### config.mk
export PLATFORM = sky130hd
export DESIGN_NAME = serial_add_ctrl
export DESIGN_NICKNAME = d
export VERILOG_FILES = /design/src/rtl/serial_add_ctrl.sv
export SDC_FILE = /design/constraint.sdc
export NUM_CORES = 1
export LEC_CHECK = 0
export BUFFER_PORTS_ARGS = -buffer_cell sky130_fd_sc_hd__buf_2
export CAP_MARGIN = 0
export CELL_PAD_IN_SITES_DETAIL_PLACEMENT = 1
export CELL_PAD_IN_SITES_GLOBAL_PLACEMENT = 2
export CORE_UTILIZATION = 35
export DETAILED_ROUTE_END_ITERATION = 8
export GPL_TIMING_DRIVEN = 0
export PLACE_DENSITY_LB_ADDON = 0.25
export SKIP_LAST_GASP = 1
export SYNTH_ARGS = -nofsm -noshare
export SYNTH_HDL_FRONTEND = slang
export SYNTH_SLANG_ARGS = --single-unit
### constraint.sdc
create_clock -name clk -period 3 [get_ports clk]
set_input_delay 0 -clock clk [delete_from_list [all_inputs] [get_ports clk]]
set_output_delay 0 -clock clk [all_outputs]
set_load 0.005 [all_outputs]
### src/rtl/serial_add_ctrl.sv
// Bit-serial adder: one fulladder cell reused over WIDTH clocks, LSB first,
// sequenced by a start/busy/done handshake.

module fulladder (
   output logic sum,
   output logic c_out,
   input  logic a,
   input  logic b,
   input  logic c_in
);
   assign sum   = a ^ b ^ c_in;
   assign c_out = (a & b) | (a & c_in) | (b & c_in);
endmodule

module serial_add_ctrl #(
   parameter int WIDTH = 8
) (
   input  logic             clk,
   input  logic             rst,
   input  logic             start,
   input  logic [WIDTH-1:0] a_in,
   input  logic [WIDTH-1:0] b_in,
   input  logic             c_in,
   output logic             busy,
   output logic             done,
   output logic [WIDTH-1:0] sum_out,
   output logic             c_out
);
   localparam int            CW   = $clog2(WIDTH + 1);
   localparam logic [CW-1:0] LAST = CW'(WIDTH - 1);

   typedef enum logic [1:0] {IDLE, RUN, DONE} state_t;

   state_t           state;
   logic [WIDTH-1:0] a_sh;
   logic [WIDTH-1:0] b_sh;
   logic [WIDTH-1:0] r_sh;
   logic [WIDTH-1:0] r_next;
   logic             carry;
   logic [CW-1:0]    cnt;
   logic             fa_sum;
   logic             fa_co;
   logic             accept;

   fulladder u_fa (
      .sum   (fa_sum),
      .c_out (fa_co),
      .a     (a_sh[0]),
      .b     (b_sh[0]),
      .c_in  (carry)
   );

   // New sum bit enters at the MSB so the result is aligned after WIDTH shifts.
   always_comb begin
      r_next            = r_sh >> 1;
      r_next[WIDTH-1]   = fa_sum;
   end

   assign accept = start && ((state == IDLE) || (state == DONE));

   always_ff @(posedge clk) begin
      if (rst) begin
         state   <= IDLE;
         a_sh    <= '0;
         b_sh    <= '0;
         r_sh    <= '0;
         carry   <= 1'b0;
         cnt     <= '0;
         busy    <= 1'b0;
         done    <= 1'b0;
         sum_out <= '0;
         c_out   <= 1'b0;
      end else begin
         done <= 1'b0;
         if (accept) begin
            a_sh  <= a_in;
            b_sh  <= b_in;
            carry <= c_in;
            cnt   <= '0;
            busy  <= 1'b1;
            state <= RUN;
         end else begin
            case (state)
               RUN: begin
                  a_sh  <= a_sh >> 1;
                  b_sh  <= b_sh >> 1;
                  r_sh  <= r_next;
                  carry <= fa_co;
                  cnt   <= cnt + 1'b1;
                  if (cnt == LAST) begin
                     state   <= DONE;
                     busy    <= 1'b0;
                     done    <= 1'b1;
                     sum_out <= r_next;
                     c_out   <= fa_co;
                  end
               end
               DONE:    state <= IDLE;
               default: state <= IDLE;
            endcase
         end
      end
   end
endmodule
==> results by group <==
Worst setup path
  • CP Launch Type: flip-flop
  • FF-to-FF setup slack: roughly 1.5 ns
  • Critical Path, Cell by Cell: ha_1 > nand3b_1 > nor2_8 > mux2i_1
  • Worst Path Max Fanout: 9
  • Crit Reg-Reg Endpoint: sum_out[4]$_SDFFE_PP0P_
  • WP buf/inv: 0
  • CP top delay family: simple AND/OR/NAND/NOR gates
  • Worst Path Required: 3.22 ns
  • CP max-delay cell: dfxtp_1
  • Path length in cells of the critical path: 4
  • Worst Path Arrival: 1.73 ns
  • Crit Path Category: flip-flop to flip-flop
  • RR Startpoint: cnt[0]$_SDFFE_PP0N_
  • R2R cell count: 4
  • CP Capture Type: flip-flop
  • CP max stage delay: approximately 0.42 ns

Floorplanning
  • Full die area: roughly 5200 um^2
  • Row Count: 25
  • Core box area: 4720 um^2
  • Die Wd: approximately 72 um
  • Die Y: 72.2 um
  • Initial core utilization: 0.366
  • Top Ports: 31

Logic synthesis
  • FFs w/ async S/R, synth: 0
  • Mean Syn Cell Area: between 9 and 10 um^2
  • Sequential share of the synthesized area: 0.475
  • Cell variety after synth: 29
  • Mapped Cells: 187
  • Post-synthesis instance area: between 1500 and 2000 um^2
  • Commonest cells in the netlist: dfxtp_1, nand2_1, nand2b_1, nor3_1, a21oi_1
  • Top-count cell post-synth: dfxtp_1
  • Post-synth top area share: 0.475
  • Flops & latches, synth: 41
  • Syn_nets: ~210
  • Post-synth EDFFs: 0
  • Ys Warns: 0
  • Top FF cell, synth: dfxtp_1
  • Area contributors post-synth: dfxtp_1, nand2b_1, mux2i_1
  • Leading area contributor after synthesis: dfxtp_1

Placement
  • Number of port buffers: 30
  • Routability cong.: between 0.7 and 0.8
  • Hpwl dp: roughly 3.2 mm
  • Placed instance area: about 2000 um^2

Cells and area
  • Multi-input gate area: between 800 and 900 um^2
  • Finished Cell Area: about 2100 um^2
  • Area growth, synth to finish: 22.0%
  • Register area: 821 um^2
  • Share of layout cells above drive strength 1: 0.242
  • Ant diodes: 0
  • Final core utilization: 0.446
  • # nets final: approximately 250
  • Fill count: about 560

Global routing
  • Initial antenna violation count: 0
  • Gr ovfl total: 0
  • Largest net degree at the start of global routing: 14
  • First-pass GRT wire length: 7.36 mm
  • GRT Util Overall: 0.186
  • Vias in the first global route: between 1500 and 2000

Clocking
  • Root Driver: clkbuf_8
  • Clk pin slew, worst setup/hold paths: roughly 0.080 ns
  • Clock Latency Late Sink: 0.29 ns
  • CTS Buf Count: 5
  • H-tree Lvls: 2
  • CTS tree: built
  • Clock tree buffer depth: 2
  • Post-CTS Setup Repair Bufs: 0
  • CTS sink count: approximately 40

STA
  • Setup violators final: 0
  • Period utilization: 0.502
  • Final Max Slew Viols: 0
  • Skew final: just over 0.006 ns
  • RSZ-0062 raised after global routing: false
  • Fin crit period: around 1.5 ns
  • Achievable frequency: 664 MHz
  • Final setup TNS: 0 ns
  • Hold WS: just over 0.01 ns
  • Final hold violation count: 0
  • Slew margin rel.: 0.649
  • Slew @ Worst Pin: between 0.5 and 0.6 ns

Route
  • Residual DRC count: 0
  • Vias/cell: 4.97
  • Routed WL: approximately 4.4 mm
  • Vias: between 1000 and 1500
  • Drt first pass iters: 4
  • Routed Antenna Nets: 0
  • Wire length per cell: 14.9 um
  • Initial drt markers: between 40 and 50

Min path
  • HP Start: b_in[7]
  • Class of the worst hold path: input port to flip-flop
  • Hold Path Stages: 3
  • Worst hold endpoint: b_sh[7]$_SDFFE_PP0P_

Outcome
  • Status: completed

Power
  • Worst VDD drop: ~0.18 mV
  • P per Cell Area: approximately 520 nW/um^2
  • Total Power: 1.09 mW
  • P_leak: roughly 0.8 nW

Job
  • Max-cap viol count: 0
worst min-delay path: stages:
cell,delay [ns]
buf_2,0.08
mux2i_1,0.06
nor3_1,0.12
state kept, by name (all words and copies together), names as in the netlist:
| register | count |
|---|---|
| cnt | 4 |
| state | 2 |
| c_out | 1 |
| busy | 1 |
| done | 1 |
| b_sh | 8 |
| a_sh | 8 |
| r_sh | 7 |
| sum_out | 8 |
| carry | 1 |
worst max-delay path by stage:
stage | from | end | slack [ns]
finish | cnt[0]$_SDFFE_PP0N_ | sum_out[4]$_SDFFE_PP0P_ | 1.49
global route | cnt[0]$_SDFFE_PP0N_ | sum_out[6]$_SDFFE_PP0P_ | 1.41
CTS | cnt[0]$_SDFFE_PP0N_ | sum_out[6]$_SDFFE_PP0P_ | 1.47
detailed placement | cnt[0]$_SDFFE_PP0N_ | sum_out[4]$_SDFFE_PP0P_ | 1.50
global placement | cnt[0]$_SDFFE_PP0N_ | sum_out[6]$_SDFFE_PP0P_ | 1.60
floorplan | cnt[0]$_SDFFE_PP0N_ | c_out$_SDFFE_PP0P_ | 1.78
cells in the final DEF (no fill, tap or decap), types with 6 or more instances in the layout:
cell,count
dlygate4sd3_1,6
buf_2,36
nand2b_1,20
nand2_1,29
dfxtp_1,41
a21oi_1,13
nor2_1,8
mux2i_1,11
nor3_1,15
metrics by stage:
step	setup WS (ns)	instances
detailed placement	1.50	284
CTS	1.47	298
global route	1.41	298
floorplan	1.78	187
finish	1.49	298
global placement	1.60	284
area by class of cell:
class / instances / share of cell area
clock buffer: 5 / 0.0327
sequential: 41 / 0.390
timing repair buffer: 36 / 0.0998
buffer: 16 / 0.0481
multi-input combinational: 130 / 0.382
clock inverter: 3 / 0.00831
tap: 67 / 0.0398
power breakdown:
group	total, mW	switching, mW	internal [mW]
clock	0.356	0.195	0.161
combinational	0.145	0.0806	0.0641
sequential	0.586	0.0166	0.569
per-layer routing:
layer / share of wire / track usage
met4: 0.013 / 0.0523
met2: 0.50 / 0.326
met1: 0.46 / 0.227
met5: 0 / 0
met3: 0.032 / 0.0417
kinds of logic after synthesis:
kind of cell,after synthesis,share of synthesized area
AO/OA/AOI/OAI,31,0.125
XOR/XNOR,2,0.0101
adder cells (fa/ha/maj),2,0.0188
buffers and inverters,16,0.0587
flip-flops,41,0.475
multiplexers,11,0.0638
AND/OR/NAND/NOR,84,0.249
repair_timing:
item,in CTS,in global routing
hold endpoints to repair,6,0
hold buffers,6,0
resized for setup,0,0
(Power assumes the default switching activity.)
